`src/rtl/fetch_sequencer_pkg.sv`:
```
// fetch_sequencer_pkg: shared state encoding, halt opcode and default widths
// for the fetch sequencer and its memory port mux.
package fetch_sequencer_pkg;
  localparam int DEF_ADDR_W = 8;
  localparam int DEF_DATA_W = 16;
  localparam int DEF_WDT_CYCLES = 16;
  localparam logic [3:0] HALT_OPCODE = 4'hF;
  typedef enum logic [2:0] {
    S_IDLE,
    S_FETCH,
    S_CAPTURE,
    S_ISSUE,
    S_EXEC,
    S_HALT,
    S_FAULT
  } state_t;
  function automatic logic is_busy(state_t s);
    return s inside {S_FETCH, S_CAPTURE, S_ISSUE, S_EXEC};
  endfunction
endpackage

```
`src/rtl/fetch_sequencer_mem_mux.sv`:
```
// seq_mem_mux: shared memory port mux; fetch owns the address in FETCH, the
// interpreter owns the whole port in EXEC, and nobody may write otherwise.
module seq_mem_mux #(
  parameter int ADDR_W = 8,
  parameter int DATA_W = 16
) (
  input  logic              i_fetch,
  input  logic              i_exec,
  input  logic [ADDR_W-1:0] i_pc,
  input  logic              i_ii_rw,
  input  logic [ADDR_W-1:0] i_ii_addr,
  input  logic [DATA_W-1:0] i_ii_wdata,
  input  logic [DATA_W-1:0] i_mem_rdata,
  output logic [ADDR_W-1:0] o_mem_addr,
  output logic              o_mem_we,
  output logic [DATA_W-1:0] o_mem_wdata,
  output logic [DATA_W-1:0] o_ii_rdata
);
  assign o_mem_addr  = i_exec ? i_ii_addr : i_fetch ? i_pc : '0;
  assign o_mem_we    = i_exec & i_ii_rw;
  assign o_mem_wdata = i_exec ? i_ii_wdata : '0;
  assign o_ii_rdata  = i_mem_rdata;
endmodule

```
`src/rtl/fetch_sequencer.sv`:
```
// fetch_sequencer: fetch/capture/issue/exec controller that hands instructions to an
// external interpreter and lends it the shared memory port while it executes.
module fetch_sequencer
  import fetch_sequencer_pkg::*;
#(
  parameter int                ADDR_W     = DEF_ADDR_W,
  parameter int                DATA_W     = DEF_DATA_W,
  parameter int                WDT_CYCLES = DEF_WDT_CYCLES,
  parameter logic [ADDR_W-1:0] START_PC   = '0
) (
  input  logic              clk,
  input  logic              rst_n,
  input  logic              run,
  input  logic              step,
  input  logic              restart,
  output logic [ADDR_W-1:0] mem_addr,
  output logic              mem_we,
  output logic [DATA_W-1:0] mem_wdata,
  input  logic [DATA_W-1:0] mem_rdata,
  output logic [DATA_W-1:0] ii_inst,
  output logic              ii_start,
  input  logic              ii_done,
  input  logic              ii_mem_rw,
  input  logic [ADDR_W-1:0] ii_mem_addr,
  input  logic [DATA_W-1:0] ii_mem_wdata,
  output logic [DATA_W-1:0] ii_mem_rdata,
  output logic [ADDR_W-1:0] pc,
  output logic              busy,
  output logic              halted,
  output logic              fault
);
  localparam int WDT_W = $clog2(WDT_CYCLES + 1);
  state_t            r_state, w_nxt;
  logic [ADDR_W-1:0] r_pc;
  logic [DATA_W-1:0] r_inst;
  logic [WDT_W-1:0]  r_wdt;
  logic              r_ii_start, r_busy, r_halted, r_fault;
  logic              w_halt_op, w_wdt_exp, w_restart_ok, w_fetch, w_exec;
  assign w_halt_op    = mem_rdata[DATA_W-1 -: 4] == HALT_OPCODE;
  assign w_wdt_exp    = r_wdt == WDT_W'(WDT_CYCLES - 1);
  assign w_restart_ok = restart && (r_state inside {S_IDLE, S_HALT, S_FAULT});
  assign w_fetch      = r_state == S_FETCH;
  assign w_exec       = r_state == S_EXEC;
  always_comb begin
    w_nxt = r_state;
    case (r_state)
      S_IDLE:    w_nxt = (run && !restart) ? S_FETCH : S_IDLE;
      S_FETCH:   w_nxt = S_CAPTURE;
      S_CAPTURE: w_nxt = w_halt_op ? S_HALT : S_ISSUE;
      S_ISSUE:   w_nxt = S_EXEC;
      // completion beats the watchdog when both land on the same cycle
      S_EXEC:    w_nxt = ii_done ? ((run && !step) ? S_FETCH : S_IDLE)
                                 : (w_wdt_exp ? S_FAULT : S_EXEC);
      S_HALT:    w_nxt = restart ? S_IDLE : S_HALT;
      S_FAULT:   w_nxt = restart ? S_IDLE : S_FAULT;
      default:   w_nxt = S_IDLE;
    endcase
  end
  always_ff @(posedge clk or negedge rst_n) begin
    if (!rst_n) begin
      r_state    <= S_IDLE;
      r_pc       <= START_PC;
      r_inst     <= '0;
      r_wdt      <= '0;
      r_ii_start <= 1'b0;
      r_busy     <= 1'b0;
      r_halted   <= 1'b0;
      r_fault    <= 1'b0;
    end else begin
      r_state    <= w_nxt;
      r_ii_start <= w_nxt == S_ISSUE;
      r_busy     <= is_busy(w_nxt);
      r_halted   <= w_nxt == S_HALT;
      r_fault    <= w_nxt == S_FAULT;
      r_wdt      <= (w_exec && w_nxt == S_EXEC) ? r_wdt + 1'b1 : '0;
      if (r_state == S_CAPTURE) begin
        r_inst <= mem_rdata;
        r_pc   <= r_pc + 1'b1;
      end
      if (w_restart_ok) r_pc <= START_PC;
    end
  end
  seq_mem_mux #(.ADDR_W(ADDR_W), .DATA_W(DATA_W)) u_mux (
    .i_fetch    (w_fetch),
    .i_exec     (w_exec),
    .i_pc       (r_pc),
    .i_ii_rw    (ii_mem_rw),
    .i_ii_addr  (ii_mem_addr),
    .i_ii_wdata (ii_mem_wdata),
    .i_mem_rdata(mem_rdata),
    .o_mem_addr (mem_addr),
    .o_mem_we   (mem_we),
    .o_mem_wdata(mem_wdata),
    .o_ii_rdata (ii_mem_rdata)
  );
  assign pc       = r_pc;
  assign ii_inst  = r_inst;
  assign ii_start = r_ii_start;
  assign busy     = r_busy;
  assign halted   = r_halted;
  assign fault    = r_fault;
endmodule

```
`config.mk`:
```
export PLATFORM = sky130hd
export DESIGN_NAME = fetch_sequencer
export DESIGN_NICKNAME = d
export VERILOG_FILES = /design/src/rtl/fetch_sequencer_pkg.sv /design/src/rtl/fetch_sequencer_mem_mux.sv /design/src/rtl/fetch_sequencer.sv
export SDC_FILE = /design/constraint.sdc
export NUM_CORES = 1
export LEC_CHECK = 0
export CAP_MARGIN = 10
export CORE_MARGIN = 8
export CORE_UTILIZATION = 30
export DETAILED_ROUTE_END_ITERATION = 7
export PLACE_DENSITY_LB_ADDON = 0.08
export RECOVER_POWER = 25
export SLEW_MARGIN = 20
export SYNTH_ARGS = -nofsm -noshare
export SYNTH_HDL_FRONTEND = slang
export SYNTH_HIERARCHICAL = 1
export SYNTH_SLANG_ARGS = --single-unit
```
`constraint.sdc`:
```
create_clock -name clk -period 2.1 [get_ports clk]
set_input_delay 0.315 -clock clk [delete_from_list [all_inputs] [get_ports clk]]
set_output_delay 0.315 -clock clk [all_outputs]
set_load 0.01 [all_outputs]
```
# Word-level counts from Yosys, hierarchy flattened

Cells that the tools add are included.

Bits in registers: 36
Bits of input ports: 47

$add $sub $neg: 2
Eq/ne operators: 14
Multiplexer cells: 14
Bitwise gates (word level): 1
Reductions and logical operators: 10

Operators by type and width:

| cell                                          | count |
|---|---|
| 2-to-1 mux 8 bit                              | 4 |
| case mux 3 bit (7 select lines)               | 1 |
| == test 3 bit, second input constant          | 6 |
| 2-to-1 mux 16 bit                             | 1 |
| == test 3 x 2 -> 1 bit, second input constant | 4 |
| 2-to-1 mux 3 bit                              | 4 |
| adder 8 x 1 -> 8 bit, second input constant   | 1 |
| == test 3 x 1 -> 1 bit, second input constant | 2 |
| adder 5 x 1 -> 5 bit, second input constant   | 1 |
| == test 5 x 4 -> 1 bit, second input constant | 1 |
| 2-to-1 mux 5 bit                              | 1 |
| == test 4 bit, second input constant          | 1 |
| logical AND 1 bit                             | 4 |
| nonzero test 4 bit                            | 1 |
| logical NOT 3 bit                             | 1 |
| nonzero test 3 bit                            | 1 |
| logical NOT 1 bit                             | 2 |
| 2-to-1 mux 1 bit                              | 2 |
| 2-to-1 mux 2 bit                              | 1 |
| nonzero test 2 bit                            | 1 |
| bitwise AND 1 bit                             | 1 |

# Depth between registers and ports, before layout

Gate-level depths: netlist (run 1).

Depth in word-level cells: 8
Gate-level depth with buffers: 8
Mapped depth without buffers: 8

# Hierarchy

Netlist (run 1), hierarchy kept.

By module, submodules not included:

| module          | instances | cells an instance | area an instance (µm²) |
|---|---|---|---|
| fetch_sequencer | 1         | 165               | 1,624.1 |
| seq_mem_mux     | 1         | 45                | 326.6 |

# Least setup slack after synthesis (run 1)

OpenSTA, ideal clock, no wires.

Kind: register to output
From: register r_state[1]
To: output port mem_addr[4]
Arrival: 1.479 ns
Data required time: 1.785 ns
Path slack: 0.306 ns
Stages on the path, launching flop included: 5
Buffers on the path: 2
Path through: dfrtp_1 -> buf_2 -> nor3b_2 -> buf_2 -> a22o_1

Elaborated cells on any way between the ends: 4
Classes of those cells: eq/ne: 2; mux: 2

RTL lines:

| item                     | line                          | RTL |
|---|---|---|
| start: declaration       | fetch_sequencer.sv:33         | `state_t r_state, w_nxt;` |
| start signal: assignment | fetch_sequencer.sv:70         | `r_state <= w_nxt;` |
| == test 3 bit            | fetch_sequencer.sv:43         | `assign w_exec = r_state == S_EXEC;` |
| net w_exec               | fetch_sequencer.sv:38         | `logic w_halt_op, w_wdt_exp, w_restart_ok, w_fetch, w_exec;` |
| 2-to-1 mux 8 bit         | fetch_sequencer_mem_mux.sv:19 | `assign o_mem_addr = i_exec ? i_ii_addr : i_fetch ? i_pc : '0;` |
| end: declaration         | fetch_sequencer.sv:16         | `output logic [ADDR_W-1:0] mem_addr,` |

The timed path passes the listed nets, and every way through them passes these cells.

# Worst setup path after layout (run 1)

Ends and elaborated chain as after synthesis.

==> results of run 1 <==
final timing paths:
check | startpoint | end | slack [ns] | cells after the start
setup / recovery | r_state[1] | mem_addr[4] | 0.07 | 6
hold / removal | rst_n | pc[5] | 0.16 | 1
setup reg to reg | r_wdt[0] | r_wdt[2] | 0.24 | 8
hold reg to reg | r_wdt[0] | r_wdt[0] | 0.46 | 1
max in group asynchronous | rst_n | ii_inst[13] | 1.37 | 1
min in group clk | r_wdt[0] | r_wdt[0] | 0.46 | 1
power by group:
| part | switching (uW) | total, uW | internal [uW] |
|---|---|---|---|
| logic | 814 | 1750 | 933 |
| clock network | 232 | 500 | 268 |
| registers | 141 | 1060 | 917 |
flip-flops by register name (all words and copies together), names as in the netlist:
register / count
busy: 1
r_state: 3
pc: 8
r_wdt: 5
ii_inst: 16
halted: 1
ii_start: 1
fault: 1
final cells by class:
| class | count | area [sq um] | area share [%] |
|---|---|---|---|
| flip-flops and latches | 36 | 900.9 | 27.60 |
| multi-input cells | 144 | 875.8 | 26.83 |
| well taps | 77 | 96.34 | 2.951 |
| repair buffers | 134 | 1286 | 39.40 |
| clock buffers | 8 | 90.09 | 2.760 |
| inverters | 4 | 15.01 | 0.4599 |
stage by stage:
stage / cell area, sq um / power, uW
floorplan: 1951 / 1900
finish: 3264 / 3305
detailed placement: 3108 / 2789
CTS: 3248 / 3366
global route: 3264 / 3569
global placement: 3108 / 2774
cell usage after synthesis, types with 2 or more instances:
library cell   n  area share (%)
nand2_1       53              10
dfrtp_1       36              46
and2_1        18             5.8
buf_4         16             6.2
nor2_1        14             2.7
a22o_1         8             3.6
a21oi_1        7             1.8
buf_2          7             1.8
xor2_1         5             2.2
xnor2_1        4             1.8
and3_1         3            0.96
ha_1           3             1.9
inv_1          3            0.58
nand4_1        3            0.96
nor2b_1        3            0.96
nor3b_1        3             1.2
nor4bb_1       3             1.5
nand3_1        2            0.51
nor3b_2        2             1.3
o21ai_1        2            0.51
or3_1          2            0.64
timing repair:
item / CTS / global route
hold endpoints to repair: 0 / 0
resized for setup: 26 / 9
pin swaps: 2 / 0
endpoints found under the setup margin: 25 / 9
cloned: 0 / 0
setup buffers: 7 / 0
cell usage in the layout, fill, tap and decap left out, drive strengths merged, types with 2 or more instances in the layout:
| cell | instances |
|---|---|
| a22o | 8 |
| and3 | 3 |
| dlymetal6s2s | 4 |
| dfrtp | 36 |
| clkdlybuf4s50 | 89 |
| xnor2 | 4 |
| or3 | 2 |
| nor2b | 4 |
| a21oi | 7 |
| o21ai | 2 |
| nand4 | 3 |
| clkbuf | 9 |
| inv | 4 |
| nand3 | 2 |
| nor4bb | 3 |
| dlygate4sd2 | 16 |
| clkdlybuf4s15 | 5 |
| nor3b | 5 |
| xor2 | 5 |
| ha | 3 |
| and2 | 18 |
| buf | 19 |
| nor2 | 14 |
| nand2 | 53 |
cell families (layout without fill, tap and decap cells):
logic type | after synthesis | in the layout | share of synthesized area, %
and+or+nand+nor | 112 | 112 | 29.83
buffers and inverters | 30 | 146 | 9.749
DFF | 36 | 36 | 46.18
adders and majority gates | 3 | 3 | 1.925
AOI/OAI and AO/OA | 20 | 20 | 8.275
xor gates and xnor gates | 9 | 9 | 4.041
worst register-to-register path, cell delays in order, from the launching register on:
cell and delay [ns]:
dfrtp_1 0.40, ha_1 0.23, and3_1 0.19, ha_1 0.18
nor4bb_1 0.14, a211oi_2 0.26, buf_4 0.17, nand4b_4 0.13
nor2_1 0.12
routing by layer:
metal	vias to the layer above	wire, um
met5	-	0
met4	0	18
met3	2	447
met2	54	2880
met1	827	2460
li1	908	-
==> results.md, run 1 <==
* Status: completed
* Asr flop ratio synth at 100.0%
* Vias per cell at roughly 4.4
* HP Class: input port to async pin
* Layout area overhead at 67.35%
* Main flop type after synthesis: dfrtp_1
* Routing usage on met2 at a little over a fifth
* Grt peak-use layer: met2
* Util after Layout at 51.70%
* CP top delay family: buffers and inverters
* Worst hold slack at between 0.15 and 0.2 ns
* Initial Util at 30.90%
* Max-slew headroom at 38.84%
* Tmin final at 2.028 ns
* Most prevalent standard cell on the critical path: buf_4
* Total clock sinks at 36
* Area of the core at between 6000 and 7000 sq um
* Final Non-Filler Cells at 403
* Total number of vias at between 1500 and 2000
* Mapped Nets at 260
* Met1 Use GR at roughly 14%
* Final setup vio count at 0
* Largest stage delay, worst path at 0.43 ns
* Port buffer count at 115
* CP Class: flip-flop to primary output
* Share of layout cells above drive strength 1 at 10.43%
* GR Layer Usage met3 at approximately 5%
* Antenna Cells at 0
* Slew at the pin closest to its max-slew limit at 0.9173 ns
* CP Max Fanout at 5
* DP HPWL at between 4000 and 5000 um
* Cts hold-fix bufs at 0
* Pwr per Cell Area at a little over 1000 nW/um^2
* Die Y at 96.64 um
* Max Cap Viol at 0
* Drt total wl at 5806 um
* Initial drt markers at 39
* Mapped Avg Cell Area at between 9 and 10 sq um
* CTS tree: done
* Arrival @ worst endpoint at 1.71 ns
* RSZ-0062 raised after global routing: false
* Final Cycle Share at between 90% and 100%
* Final #Nets at around 380
* Worst EP required at ~1.8 ns
* Placed cell count at between 300 and 400
* Synth Instances at 210
* Synth Cell Area at approximately 2000 sq um
* Rows at 29
* Slew Viols, Final at 0
* H-tree Lvls at 2
* Largest net degree at the start of global routing at 37
* Reg clk slew, reported paths at 0.07 ns
* Gr ovfl total at 0
* First-pass GRT wire length at roughly 9600 um
* Netlist cell types at 34
* GRT Total Usage at roughly 12%
* CP bufs+invs at 3
* Clock Latency Late Sink at ~0.28 ns
* Worst path slowest cell: dfrtp_1
* Setup Skew at 0.006485 ns
* Synthesis warning total at 6
* Pre-CTS setup slack at 0.003851 ns
* LEAKAGE at 0.001600 uW
* Crit start category: flip-flop
* Root buffer cell: clkbuf_8
* Drt wl/cell at between 10 and 15 um
* Top Ports at between 100 and 150
* Die width at 96.64 um
* EDFF count, synth at 0
* Max Clk Rate at around 500 MHz
* Crit end category: primary output
* Crit-path cells: nor3b_4 > buf_4 > nor2b_4 > buf_4 > a22o_1 > clkdlybuf4s15_1
* Post-route DRC at 0
* Final Wtd Congestion at about 0.75
* Maximum vdd drop at between 0.6 and 0.7 mV
* ANT nets after route at 0
* Post-synthesis sequential area ratio at ~46%
* Antenna violations before repair at 0
* Fill cells at approximately 600
* CTS Buf Count at 5
* Vias in the first global route at roughly 1900
* Final WS setup at about 0.072 ns
* Synth Register Bits at 36
* Setup TNS at 0 ns
* Clk buf depth at 2
* Hold Vio Cnt, Final at 0
* Die Area at 9338 sq um
* Drt pass-1 iters at 4
No activity file was read; power rests on OpenSTA's default activity.
==> run 2: changes to the inputs <==
--- a/config.mk
+++ b/config.mk
@@ -9,7 +9,7 @@
 export CORE_MARGIN = 8
 export CORE_UTILIZATION = 30
 export DETAILED_ROUTE_END_ITERATION = 7
-export PLACE_DENSITY_LB_ADDON = 0.08
+export PLACE_DENSITY = 0.67
 export RECOVER_POWER = 25
 export SLEW_MARGIN = 20
 export SYNTH_ARGS = -nofsm -noshare
==> results.md, run 2 (synthesis gave the netlist of run 1 again) <==
* Status: completed (unchanged)
* Finished Cell Area at 3251 sq um (was 3264 sq um)
* Vias in the first global route at 1841 (was 1874)
* Rows at 29 (unchanged)
* Hold Vio Cnt, Final at 0 (unchanged)
* Post-DP Area at 3093 sq um (was 3108 sq um)
* Area of the core at 6314 sq um (unchanged)
* Placed cell count at 386 (was 388)
* Pwr Total at 3393 uW (was 3305 uW)
* Crit start category: flip-flop (unchanged)
* Setup Skew at 0.002369 ns (was 0.006485 ns)
* Reg2Reg Capture Point: pc[6] (was r_wdt[2])
* Number of flip-flops under the largest register name at 16 (unchanged)
* CP Class: flip-flop to primary output (unchanged)
* Root buffer cell: clkbuf_8 (unchanged)
* Antenna violations before repair at 0 (unchanged)
* Most frequent cells in the layout: clkdlybuf4s50_1, nand2_1, dfrtp_1 (unchanged)
* Register area at 900.9 sq um (unchanged)
* Sequential Power Share at 31.2% (was 32.0%)
* CTS Buf Count at 5 (unchanged)
* Drt total wl at 5561 um (was 5806 um)
* Clk buf depth at 2 (unchanged)
* Sw Ratio at 34.72% (was 35.94%)
* Max Clk Rate at 496.9 MHz (was 493.0 MHz)
* Reg clk slew, reported paths at 0.07 ns (about the same)
* ANT nets after route at 0 (unchanged)
* Worst EP required at 1.78 ns (about the same)
* Vias per cell at 4.434 (was 4.444)
* Reg2reg path depth at 6 (was 8)
* Tmin final at 2.012 ns (was 2.028 ns)
* Crit-path cells: nor3b_4 > buf_6 > buf_4 > buf_4 > and2_1 > clkdlybuf4s15_1 (was nor3b_4 > buf_4 > nor2b_4 > buf_4 > a22o_1 > clkdlybuf4s15_1)
* Area of the multi-input gates at 875.8 sq um (unchanged)
* Drt pass-1 iters at 4 (unchanged)
* Initial drt markers at 49 (was 39)
* Internal power at 2215 uW (was 2117 uW)
* Antenna Cells at 0 (unchanged)
* Top Ports at 116 (unchanged)
* Drt wl/cell at 13.94 um (was 14.41 um)
* HP Class: input port to async pin (unchanged)
* Slew Viols, Final at 0 (unchanged)
* Most prevalent standard cell on the critical path: buf_4 (unchanged)
* Clock share of power at 19.5% (was 15.1%)
* Flop2flop setup slack at 0.18 ns (was 0.24 ns)
* Arrival @ worst endpoint at 1.70 ns (was 1.71 ns)
* Gate power share at 49.3% (was 52.9%)
* CP Max Fanout at 3 (was 5)
* Final #Nets at 371 (was 375)
* Final setup vio count at 0 (unchanged)
* Clock Latency Late Sink at 0.29 ns (was 0.28 ns)
* Die width at 96.64 um (unchanged)
* Worst path slowest cell: dfrtp_1 (unchanged)
* Slew at the pin closest to its max-slew limit at 0.8796 ns (was 0.9173 ns)
* Final Cycle Share at 95.82% (was 96.58%)
* Initial Util at 30.90% (unchanged)
* Largest net degree at the start of global routing at 37 (unchanged)
* Post-route DRC at 0 (unchanged)
* P_sw at 1178 uW (was 1188 uW)
* Final Wtd Congestion at 0.7598 (was 0.7525)
* Total clock sinks at 36 (unchanged)
* Die Area at 9338 sq um (unchanged)
* GRT Total Usage at 11.77% (was 12.18%)
* Maximum vdd drop at 0.7160 mV (was 0.6435 mV)
* DP HPWL at 4429 um (was 4493 um)
* Gr ovfl total at 0 (unchanged)
* Share of layout cells above drive strength 1 at 9.938% (was 10.43%)
* H-tree Lvls at 2 (unchanged)
* Max Cap Viol at 0 (unchanged)
* Pwr per Cell Area at 1044 nW/um^2 (was 1012 nW/um^2)
* First-pass GRT wire length at 9287 um (was 9597 um)
* Layout area overhead at 66.65% (was 67.35%)
* CTS tree: done (unchanged)
* RR Startpoint: r_state[1] (was r_wdt[0])
* Largest stage delay, worst path at 0.43 ns (about the same)
* Leading cell type in the layout, fill and taps excluded: clkdlybuf4s50_1 (unchanged)
* Fill cells at 610 (was 601)
* Final Non-Filler Cells at 399 (was 403)
* LEAKAGE at 0.001558 uW (was 0.001600 uW)
* Crit path from: r_state[1] (unchanged)
* Crit end category: primary output (unchanged)
* Die Y at 96.64 um (unchanged)
* Max-slew headroom at 41.36% (was 38.84%)
* Worst hold slack at 0.1341 ns (was 0.1642 ns)
* Total number of vias at 1769 (was 1791)
* Port buffer count at 115 (unchanged)
## run 2: cell types whose count changed in the layout (fill, tap and decap cells not counted), sizes merged
cell and change:
clkbuf -1, bufinv +1, clkdlybuf4s15 -4, dlymetal6s2s -4, dlygate4sd2 +8, buf -4
## run 2: layout make-up
class	instances	share of cell area, %
flip-flops and latches	36	27.71
inverters	4	0.4619
clock buffers	7	2.964
well taps	77	2.964
repair buffers	130	38.03
multi-input cells	144	26.94
clock inverters	1	0.9238
## run 2: layer usage
| metal | routed length [um] | global-route usage [%] | vias up |
|---|---|---|---|
| li1 | - | - | 897 |
| met1 | 2402 | 14.15 | 803 |
| met2 | 2668 | 18.91 | 65 |
| met3 | 467 | 5.619 | 4 |
| met4 | 23 | 1.775 | 0 |
| met5 | 0 | 0 | - |
## run 2: power groups by stage
stage / Clock (uW) / Sequential [uW] / Combinational (uW)
6_report: 661 / 1060 / 1670
5_1_grt: 722 / 1090 / 1850
4_1_cts: 680 / 1060 / 1690
3_5_place_dp: 0 / 1060 / 1690
3_3_place_gp: 0 / 1050 / 1680
2_1_floorplan: 0 / 1140 / 760
## run 2: timing repair
item                                    4_1_cts  5_1_grt
buffers inserted                              3        2
hold buffers                                  0        0
pin swaps                                     2        1
resized for setup                            30        1
endpoints found under the setup margin       25        1
## run 2: metrics by stage
step	setup WS [ns]	util (%)	TNS (ns)
5_1_grt	-0.008194	51.49	-0.008194
6_report	0.08771	51.49	0
3_3_place_gp	0.1028	48.99	0
3_5_place_dp	0.08499	48.99	0
4_1_cts	0.004306	51.23	0
2_1_floorplan	0.3055	-	0
## run 2: worst max path at each step
stage / to / slack [ns] / cells past startpoint
detailed placement: mem_addr[6] / 0.08 / 4
global route: mem_wdata[12] / -0.008 / 6
floorplan: mem_addr[4] / 0.31 / 4
CTS: mem_wdata[12] / 0.004 / 6
finish: mem_wdata[12] / 0.09 / 6
global placement: mem_addr[0] / 0.10 / 4
## run 2: critical path, delay by kind of cell, from the launching register on
kind / cells / cell delay (ns)
buffers and inverters: 4 / 0.56
DFF: 1 / 0.43
and+or+nand+nor: 2 / 0.41
==> run 3: changes to the inputs <==
--- a/config.mk
+++ b/config.mk
@@ -8,6 +8,7 @@
 export CAP_MARGIN = 10
 export CORE_MARGIN = 8
 export CORE_UTILIZATION = 30
+export CTS_CLUSTER_DIAMETER = 30
 export DETAILED_ROUTE_END_ITERATION = 7
 export PLACE_DENSITY = 0.67
 export RECOVER_POWER = 25
==> results of run 3 <==
Final layout, timing and power as in run 2 (identical DEF).
